==> config.mk <==
export PLATFORM = sky130hd
export DESIGN_NAME = input_window_fetcher
export DESIGN_NICKNAME = d
export VERILOG_FILES = /design/src/rtl/input_window_fetcher_pkg.sv /design/src/rtl/input_window_fetcher_tag_pipe.sv /design/src/rtl/input_window_fetcher.sv
export SDC_FILE = /design/constraint.sdc
export NUM_CORES = 1
export LEC_CHECK = 0
export ABC_CLOCK_PERIOD_IN_PS = 1900
export CORE_MARGIN = 5
export CORE_UTILIZATION = 45
export DETAILED_ROUTE_END_ITERATION = 8
export PLACE_DENSITY = 0.78
export SLEW_MARGIN = 20
export SYNTH_ARGS = -nofsm -noshare
export SYNTH_HDL_FRONTEND = slang
export SYNTH_SLANG_ARGS = --single-unit
==> constraint.sdc <==
create_clock -name i_clk -period 1.9 [get_ports i_clk]
set_input_delay 0.38 -clock i_clk [delete_from_list [all_inputs] [get_ports i_clk]]
set_output_delay 0.38 -clock i_clk [all_outputs]
set_load 0.02 [all_outputs]
==> src/rtl/input_window_fetcher_pkg.sv <==
// Shared types for the input-router address path: FSM state encoding and
// the default window-index width.
package input_router_pkg;

  localparam int unsigned ADDR_LENGTH_DEF = 9;
  localparam int unsigned IDX_W           = $clog2(ADDR_LENGTH_DEF);

  typedef enum logic [1:0] {
    IDLE  = 2'd0,
    FETCH = 2'd1,
    DRAIN = 2'd2,
    OUT   = 2'd3
  } state_t;

endpackage

==> src/rtl/input_window_fetcher_tag_pipe.sv <==
// Read-tag delay line: carries {valid,pad,idx} alongside each SRAM read so
// the returned data lands in the right window slot LAT cycles later.
module read_tag_pipe
  import input_router_pkg::*;
#(
  parameter int unsigned LAT = 1,
  parameter int unsigned IW  = IDX_W
) (
  input  logic          i_clk,
  input  logic          i_nrst,
  input  logic          i_clear,
  input  logic          i_push,
  input  logic          i_pad,
  input  logic [IW-1:0] i_idx,
  output logic          o_valid,
  output logic          o_pad,
  output logic [IW-1:0] o_idx
);

  logic [LAT-1:0]         v_q;
  logic [LAT-1:0]         pad_q;
  logic [LAT-1:0][IW-1:0] idx_q;

  always_ff @(posedge i_clk or negedge i_nrst) begin
    if (!i_nrst) begin
      v_q   <= '0;
      pad_q <= '0;
      idx_q <= '0;
    end else if (i_clear) begin
      v_q   <= '0;
      pad_q <= '0;
      idx_q <= '0;
    end else begin
      v_q[0]   <= i_push;
      pad_q[0] <= i_pad;
      idx_q[0] <= i_idx;
      for (int unsigned i = 1; i < LAT; i++) begin
        v_q[i]   <= v_q[i-1];
        pad_q[i] <= pad_q[i-1];
        idx_q[i] <= idx_q[i-1];
      end
    end
  end

  assign o_valid = v_q[LAT-1];
  assign o_pad   = pad_q[LAT-1];
  assign o_idx   = idx_q[LAT-1];

endmodule

==> src/rtl/input_window_fetcher.sv <==
// Window fetcher: one SRAM read per cycle, assembles ADDR_LENGTH activations
// and hands the window to a PE row. Optional INPUT_ROUTER_ZERO_PAD_EN zero-pads slots.
module input_window_fetcher
  import input_router_pkg::*;
#(
  parameter int unsigned ROWS        = 4,
  parameter int unsigned ADDR_WIDTH  = 6,
  parameter int unsigned ADDR_LENGTH = 9,
  parameter int unsigned DATA_WIDTH  = 8,
  parameter int unsigned RD_LATENCY  = 1
) (
  input  logic                                   i_clk,
  input  logic                                   i_nrst,
  input  logic                                   i_reg_clear,
  input  logic                                   i_valid,
  input  logic [ADDR_LENGTH-1:0][ADDR_WIDTH-1:0] i_addr,
  input  logic [ADDR_WIDTH-1:0]                  i_o_x,
  input  logic [ADDR_WIDTH-1:0]                  i_o_y,
  input  logic [ROWS-1:0]                        i_row_id,
`ifdef INPUT_ROUTER_ZERO_PAD_EN
  input  logic [ADDR_WIDTH-1:0]                  i_addr_limit,
`endif
  output logic                                   o_ready,
  output logic                                   o_rd_en,
  output logic [ADDR_WIDTH-1:0]                  o_rd_addr,
  input  logic [DATA_WIDTH-1:0]                  i_rd_data,
  output logic                                   o_valid,
  output logic [ADDR_LENGTH-1:0][DATA_WIDTH-1:0] o_data,
  output logic [ADDR_WIDTH-1:0]                  o_o_x,
  output logic [ADDR_WIDTH-1:0]                  o_o_y,
  output logic [ROWS-1:0]                        o_row_id,
  input  logic                                   i_ready,
  output logic                                   o_overrun
);

  localparam int unsigned IW = (ADDR_LENGTH > 1) ? $clog2(ADDR_LENGTH) : 1;
  localparam int unsigned CW = $clog2(ADDR_LENGTH + 1);
  localparam logic [IW-1:0] LAST_IDX = IW'(ADDR_LENGTH - 1);
  localparam logic [CW-1:0] FULL_CNT = CW'(ADDR_LENGTH);

  state_t state_q, state_d;

  logic [ADDR_LENGTH-1:0][ADDR_WIDTH-1:0] addr_q;
  logic [ADDR_LENGTH-1:0][DATA_WIDTH-1:0] data_q;
  logic [ADDR_WIDTH-1:0]                  ox_q, oy_q;
  logic [ROWS-1:0]                        row_q;
  logic [IW-1:0]                          idx_q, idx_d;
  logic [CW-1:0]                          rcv_q, rcv_d;
  logic                                   overrun_q;

  logic          accept, fetching, pad_slot;
  logic          tag_v, tag_pad;
  logic [IW-1:0] tag_idx;

  assign accept   = i_valid && (state_q == IDLE);
  assign fetching = (state_q == FETCH);

`ifdef INPUT_ROUTER_ZERO_PAD_EN
  assign pad_slot = (addr_q[idx_q] >= i_addr_limit);
`else
  assign pad_slot = 1'b0;
`endif

  read_tag_pipe #(
    .LAT (RD_LATENCY),
    .IW  (IW)
  ) u_tag_pipe (
    .i_clk   (i_clk),
    .i_nrst  (i_nrst),
    .i_clear (i_reg_clear),
    .i_push  (fetching),
    .i_pad   (pad_slot),
    .i_idx   (idx_q),
    .o_valid (tag_v),
    .o_pad   (tag_pad),
    .o_idx   (tag_idx)
  );

  // Count includes the tag retiring this cycle so OUT is entered on the
  // same edge that stores the last word.
  always_comb begin
    rcv_d = rcv_q + (tag_v ? CW'(1) : CW'(0));
    idx_d = idx_q;
    if (accept) begin
      idx_d = '0;
    end else if (fetching && (idx_q != LAST_IDX)) begin
      idx_d = idx_q + IW'(1);
    end
  end

  always_ff @(posedge i_clk or negedge i_nrst) begin
    if (!i_nrst) begin
      state_q <= IDLE;
    end else begin
      state_q <= state_d;
    end
  end

  always_comb begin
    state_d = state_q;
    if (i_reg_clear) begin
      state_d = IDLE;
    end else begin
      unique case (state_q)
        IDLE:  if (i_valid) state_d = FETCH;
        FETCH: if (idx_q == LAST_IDX) state_d = DRAIN;
        DRAIN: if (rcv_d == FULL_CNT) state_d = OUT;
        OUT:   if (i_ready) state_d = IDLE;
        default: state_d = IDLE;
      endcase
    end
  end

  always_comb begin
    o_ready   = (state_q == IDLE);
    o_rd_en   = fetching && !pad_slot;
    o_rd_addr = fetching ? addr_q[idx_q] : '0;
    o_valid   = (state_q == OUT);
    o_data    = o_valid ? data_q : '0;
    o_o_x     = o_valid ? ox_q   : '0;
    o_o_y     = o_valid ? oy_q   : '0;
    o_row_id  = o_valid ? row_q  : '0;
    o_overrun = overrun_q;
  end

  always_ff @(posedge i_clk or negedge i_nrst) begin
    if (!i_nrst) begin
      addr_q    <= '0;
      data_q    <= '0;
      ox_q      <= '0;
      oy_q      <= '0;
      row_q     <= '0;
      idx_q     <= '0;
      rcv_q     <= '0;
      overrun_q <= 1'b0;
    end else if (i_reg_clear) begin
      addr_q    <= '0;
      data_q    <= '0;
      ox_q      <= '0;
      oy_q      <= '0;
      row_q     <= '0;
      idx_q     <= '0;
      rcv_q     <= '0;
      overrun_q <= 1'b0;
    end else begin
      idx_q <= idx_d;
      if (accept) begin
        addr_q <= i_addr;
        ox_q   <= i_o_x;
        oy_q   <= i_o_y;
        row_q  <= i_row_id;
        rcv_q  <= '0;
      end else begin
        rcv_q <= rcv_d;
      end
      if (i_valid && (state_q != IDLE)) begin
        overrun_q <= 1'b1;
      end
      if (tag_v) begin
        data_q[tag_idx] <= tag_pad ? '0 : i_rd_data;
      end
    end
  end

endmodule

* Word-level counts from Yosys, hierarchy flattened
Index checks and enable logic that the tools add are counted.
** Operators by class
- Add/subtract/negate cells :: 2
- Magnitude comparators :: 3
- Equality and inequality tests :: 10
- Muxes and demuxes :: 36
- Reduce and logical (&&, ||, !) cells :: 11
** Operators by type and width (count)
- 72-bit 2-to-1 mux :: 3
- 54-bit 2-to-1 mux :: 2
- 72-bit bitwise mux :: 1
- 6-bit 2-to-1 mux :: 8
- 4-bit 2-to-1 mux :: 9
- 8-bit demux with 4-bit select :: 1
- 6-bit binary-select mux with 4-bit select :: 1
- 4-bit by 5-bit less-than comparator with 1-bit output, second input constant :: 2
- 2-bit 2-to-1 mux :: 5
- 4-bit == test, second input constant :: 2
- 8-bit 2-to-1 mux :: 1
- 2-bit case mux with 4 select lines :: 1
- 2-bit nonzero test :: 4
- 3-bit by 2-bit != test with 1-bit output, second input constant :: 2
- 3-bit != test, second input constant :: 2
- 4-bit by 1-bit adder with 4-bit output :: 1
- 4-bit by 1-bit adder with 4-bit output, second input constant :: 1
- 2-bit == test, second input constant :: 2
- 4-bit by 1-bit >= comparator with 1-bit output, second input constant :: 1
- 1-bit logical AND :: 4
- 1-bit 2-to-1 mux :: 4
- 4-bit != test, second input constant :: 1
- 4-bit AND reduction :: 1
- 3-bit nonzero test :: 1
- other kinds (2) :: 2
** Storage, ports and cells
- Register bits :: 158
- Input bits :: 83
- Output and inout port bits :: 98
- Word-level logic and storage cells :: 89

* Depth between registers and ports, before layout
Gate-level depths: netlist of run 1.
- Word-level depth :: 7
- Gate-level depth with buffers :: 8
- Mapped depth without buffers :: 6

* By module
A second synthesis of run 1 with hierarchy kept.
** Second synthesis, totals
- Cell total of the unflattened synthesis :: 557
- Area, all modules :: 7118.1 um2
** Modules (own cells, without submodules)
- input_window_fetcher :: instances 1, cells each 545, area an instance 6930.4 um2, seq. area each 3828.7 um2
- read_tag_pipe :: instances 1, cells each 12, area an instance 187.7 um2, seq. area each 150.1 um2

* Worst setup path after synthesis of run 1
OpenSTA, ideal clock, no wires.
- Kind :: register to register
- Start :: reg idx_q[1]
- End :: reg state_q[0]
- Library setup time :: 128 ps
- Data arrival time :: 1917 ps
- Required time :: 1772 ps
- Path slack :: -144 ps
- Stages on the path, launching flop included :: 9
- Path buffers :: 2
- Period minus slack after synthesis :: 2044 ps
- Path through :: dfrtp_1 clkbuf_1 buf_2 inv_2 ha_1 nand3b_2 a221o_1 a211oi_2 mux2_1
** Between the ends
- Cells in the longest elaborated chain, start to end :: 3
** Ends and longest elaborated chain
- start: declaration :: RTL line input_window_fetcher.sv:47 : logic [IW-1:0] idx_q, idx_d;
- start signal: assignment :: RTL line input_window_fetcher.sv:146 : idx_q <= idx_d;
- 4-bit == test :: RTL line input_window_fetcher.sv:106 : FETCH: if (idx_q == LAST_IDX) state_d = DRAIN;
- 3-bit by 2-bit != test with 1-bit output (no source line)
- 4-bit AND reduction (no source line)
- end signal: assignment :: RTL line input_window_fetcher.sv:95 : state_q <= state_d;
- end: declaration :: RTL line input_window_fetcher.sv:41 : state_t state_q, state_d;
No other way between the ends.
A chain may end at the register's enable or synchronous reset.

* Final worst setup path of run 1
- Start :: reg idx_q[0]
- End :: out o_rd_addr[2]
** Between the ends
- Cells in the longest elaborated chain, start to end :: 3
** Ends and longest elaborated chain
- 6-bit binary-select mux with 4-bit select :: RTL line input_window_fetcher.sv:117 : o_rd_addr = fetching ? addr_q[idx_q] : '0;
- 6-bit 2-to-1 mux (not written as such) :: RTL line input_window_fetcher.sv:117
- 6-bit 2-to-1 mux :: RTL line input_window_fetcher.sv:117
- end: declaration :: RTL line input_window_fetcher.sv:25 : output logic [ADDR_WIDTH-1:0] o_rd_addr,
No other way between the ends. The select of a mux whose other input is x is not followed.

==> metrics.md, run 1 <==
| Metric | Value |
|---|---|
| Status | `finished, violations left` |
| Failing checks | `negative setup slack` |
| Synth-to-layout area growth | `51.7%` |
| Post-route clock period utilization | `122%` |
| Root Buffer Master | `clkbuf_16` |
| Power Dens Cells | `between 800 and 900 nW/um^2` |
| Number of cells after detailed placement | `1,019` |
| Uppermost layer routed | `met4` |
| Max H-tree Level | `4` |
| Residual DRC | `0` |
| Peak supply drop | `slightly above 600 uV` |
| Number of port buffers | `180` |
| DR WL/cell | `a little under 20 microns` |
| Row count | `between 40 and 50` |
| Setup-failing EPs final | `94` |
| Slew HR | `between 60% and 70%` |
| Worst-path clk slew | `~60 ps` |
| Yosys reg bits | `between 150 and 200` |
| Fraction of layout cells with a size suffix above 1 | `38.4%` |
| I/O pin count | `~180` |
| Die X | `about 140 microns` |
| Longest Clk Path Bufs | `2` |
| Wire length on met2 | `10.9 mm` |
| Leakage | `5.24 nW` |
| Mapped Avg Cell Area | `approximately 12 sq um` |
| Worst Hold Class | `in2reg` |
| RSZ-0062 raised after global routing | `yes` |
| Arrival time at the worst endpoint | `1940 ps` |
| Placer congestion estimate | `approximately 0.82` |
| Met1 WL | `~8.5 mm` |
| Fin. max-slew vios | `0` |
| Vias | `5,766` |
| Total grt overflow | `0` |
| Max_cap viols | `0` |
| Total die area | `18,600 sq um` |
| Seq/Total Area, Yosys | `a little over half` |
| Number of global-route vias before repair | `6,230` |
| First-pass GRT wire length | `around 34 mm` |
| Post-synth top area cell | `dfrtp_1` |
| Core footprint | `~16,000 sq um` |
| Diode count | `0` |
| CTS tree | `yes` |
| WP data required | `1520 ps` |
| Minimum clock period | `2320 ps` |
| DP HPWL | `14.0 mm` |
| Vias per cell | `approximately 5.3` |
| Max Clock Skew | `roughly 9.5 ps` |
| EDFF count, synth | `0` |
| Share of synthesized flip-flops with an asynchronous set or reset | `100%` |
| CTS sink cnt | `158` |
| Number of routed nets with antenna violations | `0` |
| Height of the die | `approximately 140 microns` |
| Ys Warns | `0` |
| WL final | `21.5 mm` |
| Initial antenna violation count | `0` |
| Fin nets | `around 940` |
| Met3 wire length | `between 1 and 1.5 mm` |
| Largest net degree at the start of global routing | `70` |
| Initial Utilization | `between 40% and 50%` |
| Setup ws final | `-423 ps` |
| Pre-CTS WS | `-360 ps` |
| Critical path fanouts, max | `7` |
| Main synth FF type | `dfrtp_1` |
| Syn Inst Count | `approximately 630` |
| Total track usage | `about a quarter` |
| CTS buffer count | `17` |
| Critical path class | `reg2out` |
| Synth unique cells | `36` |
| Area share of the largest cell type after synthesis | `54.9%` |
| Top post-synthesis cells by area | `dfrtp_1, mux2i_1, a22o_1` |
| Critical Path Source Type | `flip-flop` |
| Synth Cell Area | `7210 sq um` |
| Non-filler instance count after layout | `around 1,100` |
| Highest clock rate | `between 0.4 and 0.5 GHz` |
| Syn Nets | `just over 700` |
| Final Hold Viols | `0` |
| Initial DRC count | `301` |
| Worst setup EP type | `primary output` |
| Worst-Skew Late Latency | `430 ps` |
| Worst slew pin tran | `a little under 600 ps` |
| First-pass iteration count of the detailed router | `4` |
cell families (layout without fill, tap and decap cells):
| family | count (synthesis) | after routing | synth area share, % |
|---|---|---|---|
| and+or+nand+nor | 218 | 218 | 15.8 |
| muxes | 84 | 84 | 13.8 |
| adders and majority gates | 8 | 8 | 1.39 |
| DFF | 158 | 158 | 54.9 |
| AOI/OAI and AO/OA | 90 | 90 | 10.1 |
| buffers and inverters | 62 | 302 | 3.51 |
| xor gates and xnor gates | 5 | 5 | 0.608 |
layer usage:
layer / up-vias / GRT usage, %
li1: 2623 / -
met1: 2859 / 29.5
met2: 248 / 39.3
met3: 36 / 5.70
met4: 0 / 7.67
met5: - / 0
layout make-up:
type	instances	area, sq um
Timing Repair Buffer	262	2780
Multi-Input combinational cell	405	3310
Inverter	8	35.0
Tap cell	216	270
Fill cell	1087	4890
Sequential cell	158	3960
Clock buffer	17	425
Clock inverter	15	153
cell usage after synthesis (2+ instances only):
cell,instances
dfrtp_1,158
and2_1,89
nor2_1,77
mux2i_1,71
a22o_1,70
clkbuf_1,42
nand2_1,19
mux4_2,12
a21oi_1,11
nand3_1,11
buf_2,10
ha_1,8
o21ai_1,6
inv_1,5
nand2b_1,4
nor2b_1,4
nand3b_1,3
xor2_1,3
inv_2,2
nor3b_1,2
nor4b_1,2
xnor2_1,2
sequential cells by signal (all words and copies together) (netlist names), 2 cells and up:
register          flops
data_q               72
addr_q               54
ox_q                  6
oy_q                  6
idx_q                 4
rcv_q                 4
row_q                 4
u_tag_pipe.o_idx      4
state_q               2
metrics by stage:
stage | util, % | cell area (sq um) | hold slack [ps] | setup TNS, ps | total power [mW]
2_1_floorplan | - | 7260 | 84.4 | -11.8 | 5.11
3_3_place_gp | 60.7 | 9610 | 331 | -15480 | 6.04
3_5_place_dp | 60.7 | 9610 | 336 | -18000 | 6.13
4_1_cts | 68.5 | 10800 | 437 | -20490 | 9.83
5_1_grt | 69.1 | 10900 | 463 | -19630 | 10.2
6_report | 69.1 | 10900 | 451 | -15350 | 9.83
layout by cell type, fill, tap and decap left out, drive strengths merged, types with 12 or more instances in the layout:
cell / synthesis / final
a22o: 70 / 70
and2: 89 / 89
buf: 12 / 179
clkbuf: 42 / 18
clkdlybuf4s50: 0 / 81
dfrtp: 158 / 158
inv: 7 / 13
mux2i: 71 / 71
mux4: 12 / 12
nand2: 19 / 19
nor2: 79 / 79
repair_timing:
action / in CTS / in global routing
pin swaps: 36 / 38
gates cloned: 7 / 0
endpoints found under the setup margin: 99 / 99
hold endpoints to repair: 42 / 0
hold buffers: 1 / 0
buffers inserted: 24 / 6
resized for setup: 657 / 57
worst max-delay path: stages (launching register included):
cell and delay, ps:
dfrtp_2 410, clkbuf_16 170, mux4_2 490, mux2i_1 160, o21ai_1 110, buf_4 180
where the power goes:
part | switching [mW] | internal [mW] | total [mW]
clock | 1.50 | 1.84 | 3.34
combinational | 1.15 | 1.33 | 2.48
sequential | 0.283 | 3.72 | 4.01
path summary, 6_finish.rpt:
kind,from,endpoint,slack (ps),depth (start not counted)
max,idx_q[0],o_rd_addr[2],-420,5
min,i_reg_clear,state_q[1],450,3
max reg2reg,state_q[0],state_q[0],-170,7
min reg2reg,row_q[3],row_q[3],510,1
max in group asynchronous,i_nrst,data_q[62],760,3
min in group asynchronous,i_nrst,data_q[18],460,2
Power figures use the tool's default switching activity.
==> inputs of run 2 (changes only) <==
ABC_AREA = 1   (was not set)
CORE_UTILIZATION = 30   (was 45)
CTS_CLUSTER_DIAMETER = 200   (was not set)
PLACE_DENSITY = 0.55   (was 0.78)
==> run 2 against run 1 <==
  * The flow still finishes with violations (negative setup slack)
  * Via count rose by 23%
  * Synthesized area increased by 8.2%
  * Register-to-register slack improved by 280 ps
  * Hold slack worse by 87 ps
  * Non-clock buffer count shrank 3
  * Critical path type unchanged
  * Power rose by 14%
  * Critical endpoint is now o_data[13]
==> metrics.md, run 2 <==
| Metric | Value |
|---|---|
| Worst Hold Class | `in2async` |
| CTS sink cnt | `158 (unchanged)` |
| EDFF count, synth | `0 (unchanged)` |
| Area post-placement | `10,300 sq um (+7.4%)` |
| Seq/Total Area, Yosys | `50.7% (-4.2 points)` |
| Power Dens Cells | `914 nW/um^2 (+1.7%)` |
| Synth top cells by count | `nand2_1, nand3_1, dfrtp_1` |
| Fin nets | `1,267 (+34%)` |
| Share of synthesized flip-flops with an asynchronous set or reset | `100% (unchanged)` |
| Die X | `171 microns (+25%)` |
| WP data required | `1520 ps (about the same)` |
| Worst-Skew Late Latency | `430 ps (about the same)` |
| Leakage | `6.96 nW (+33%)` |
| Highest clock rate | `0.470 GHz (+9.1%)` |
| Synth-to-layout area growth | `57.2%` |
| Worst setup EP type | `primary output` |
| Post-synth top area cell | `dfrtp_1` |
| RSZ-0062 raised after global routing | `yes` |
| Height of the die | `171 microns (+25%)` |
| Worst slew pin tran | `561 ps (-33.7 ps)` |
| Status | `finished, violations left` |
| First-pass GRT wire length | `37.5 mm (+12%)` |
| Number of routed nets with antenna violations | `0 (unchanged)` |
| Top post-synthesis cells by area | `dfrtp_1, nand3_1, nand2_1` |
| Syn Inst Count | `958 (+53%)` |
| Initial Utilization | `30.2% (-15 points)` |
| Number of global-route vias before repair | `6,978 (+12%)` |
| Residual DRC | `0 (unchanged)` |
| Minimum clock period | `2130 ps (-195 ps)` |
| Multiplexer share of the synthesized area | `0% (-14 points)` |
| Syn Nets | `1,049 (+47%)` |
| Setup ws final | `-229 ps (+195 ps)` |
| Post-route clock period utilization | `112% (-10 points)` |
| Compound-Gate Fraction of Synth Area | `9.51% (-0.57 points)` |
| I/O pin count | `181 (unchanged)` |
| Reg with most FFs | `data_q` |
| Largest family of logic cells by synthesized area | `simple AND/OR/NAND/NOR gates` |
| Ys Warns | `0 (unchanged)` |
| Main synth FF type | `dfrtp_1` |
| Arrival time at the worst endpoint | `1750 ps (-190 ps)` |
| Synth unique cells | `30 (-17%)` |
| Pwr Total | `11.2 mW (+14%)` |
| Mapped Avg Cell Area | `8.14 sq um (-29%)` |
| Initial antenna violation count | `1 (+1)` |
| Longest Clk Path Bufs | `2 (unchanged)` |
| CTS tree | `yes` |
| DR WL/cell | `16.1 microns (-19%)` |
| Worst-path clk slew | `80 ps (+20 ps)` |
| Post-synthesis adder-cell area fraction | `1.28% (-0.11 points)` |
| Layout fillers | `2,508 (+130%)` |
| Largest net degree at the start of global routing | `69 (-1.4%)` |
| Fin Setup TNS | `-10,640 ps (+4720 ps)` |
| Number of cells after detailed placement | `1,461 (+43%)` |
| Total track usage | `16.1% (-7.2 points)` |
| Post-synthesis xor/xnor area fraction | `0.112% (-0.50 points)` |
| Core footprint | `25,800 sq um (+63%)` |
| Sequential Area | `3960 sq um (about the same)` |
| Root Buffer Master | `clkbuf_16` |
| Failing checks | `negative setup slack` |
| Largest register FFs | `72 (unchanged)` |
| Non-filler instance count after layout | `1,524 (+41%)` |
| Critical path fanouts, max | `7 (unchanged)` |
| Diode count | `0 (unchanged)` |
| Row count | `59 (+28%)` |
| Setup-failing EPs final | `88 (-6.4%)` |
| Biggest regs | `data_q (72), addr_q (54)` |
| Final Hold Viols | `0 (unchanged)` |
| Number of port buffers | `180 (unchanged)` |
| Fraction of layout cells with a size suffix above 1 | `39.3% (+0.90 points)` |
| Max_cap viols | `0 (unchanged)` |
| Peak supply drop | `507 uV (-18%)` |
| Area share of the largest cell type after synthesis | `50.7% (-4.2 points)` |
| Synth Cell Area | `7800 sq um (+8.2%)` |
| Vias per cell | `4.66 (-13%)` |
| Pre-CTS WS | `-276 ps (+84.5 ps)` |
| WL final | `24.5 mm (+14%)` |
| Most numerous cell in the Yosys netlist | `nand2_1` |
| Max H-tree Level | `4 (unchanged)` |
| Cell area after layout | `12,300 sq um (+12%)` |
| Max Clock Skew | `14.4 ps (+4.94 ps)` |
| Multi-input gate area | `3650 sq um (+10%)` |
| Critical Path Source Type | `flip-flop` |
| Total die area | `29,300 sq um (+57%)` |
| First-pass iteration count of the detailed router | `4 (unchanged)` |
| Total grt overflow | `0 (unchanged)` |
| Most frequent cells in the layout | `nand3_1, dfrtp_1, nand2_1` |
| Vias | `7,107 (+23%)` |
| Simple-gate area share of the yosys netlist | `26.6% (+11 points)` |
| CTS buffer count | `17 (unchanged)` |
| Fin. max-slew vios | `0 (unchanged)` |
| Yosys reg bits | `158 (unchanged)` |
| Placer congestion estimate | `0.807 (-2.1%)` |
| Critical path class | `reg2out` |
| DP HPWL | `16.4 mm (+18%)` |
| Slew HR | `62.5% (+2.3 points)` |
| Most common cell after layout, fill and taps aside | `nand3_1` |
| Initial DRC count | `443 (+47%)` |
==> run 2: cell types whose count changed in the layout (fill, tap and decap cells not counted), sizes merged, moves of 71 or more <==
cell,delta
inv,+150
mux2i,-71
nand2,+201
nand3,+179
and2,-89
o21ai,+119
==> run 2: cell type report <==
| cell class | count | area share [%] |
|---|---|---|
| Timing Repair Buffer | 259 | 24.8 |
| Inverter | 156 | 4.90 |
| Multi-Input combinational cell | 584 | 29.7 |
| Clock buffer | 17 | 3.47 |
| Sequential cell | 158 | 32.3 |
| Tap cell | 335 | 3.42 |
| Clock inverter | 15 | 1.41 |
==> run 2: layer usage <==
metal | wire length, microns | up-vias | GRT usage (%)
li1 | - | 3484 | -
met1 | 11200 | 3416 | 21.5
met3 | 1290 | 25 | 3.70
met4 | 333 | 2 | 4.00
met2 | 11700 | 180 | 26.5
met5 | 20 | - | 0
==> run 2: cell families after synthesis <==
group,Yosys count
buf+inv,216
xor+xnor,1
compound gates,137
flops,158
simple gates,438
fa+ha+maj,8
==> run 2: worst paths after layout <==
check                           start    endpoint  slack (ps)  depth (start not counted)
max                        state_q[0]  o_data[13]        -230                          7
min                            i_nrst  data_q[27]         360                          2
max reg2reg                state_q[1]  addr_q[41]         110                         10
min reg2reg                  row_q[0]    row_q[0]         480                          2
max in group asynchronous      i_nrst    row_q[1]         890                          3
min in group i_clk           row_q[0]    row_q[0]         480                          2
==> run 2: power by group <==
group	internal (mW)	switching, mW	total (mW)
registers	3.70	0.207	3.90
clock network	1.78	1.66	3.43
logic	1.68	2.19	3.87
==> run 2: worst max-delay path: stages (launching register included) <==
cell     delay (ps)
dfrtp_1         410
ha_4            260
buf_6           170
buf_12          120
buf_16          150
nand2_4          50
inv_2            50
buf_6           110
==> run 2: what timing repair did <==
action / in CTS / in global routing
endpoints found under the setup margin: 97 / 122
hold buffers: 1 / 0
cloned: 3 / 7
buffers inserted: 7 / 15
resized for setup: 527 / 366
hold endpoints to repair: 16 / 0
pin swaps: 17 / 72
==> run 2: stage by stage <==
stage | hold slack, ps | utilization (%)
2_1_floorplan | 84.4 | -
3_3_place_gp | 244 | 39.9
3_5_place_dp | 243 | 39.9
4_1_cts | 357 | 43.4
5_1_grt | 364 | 47.5
6_report | 364 | 47.5
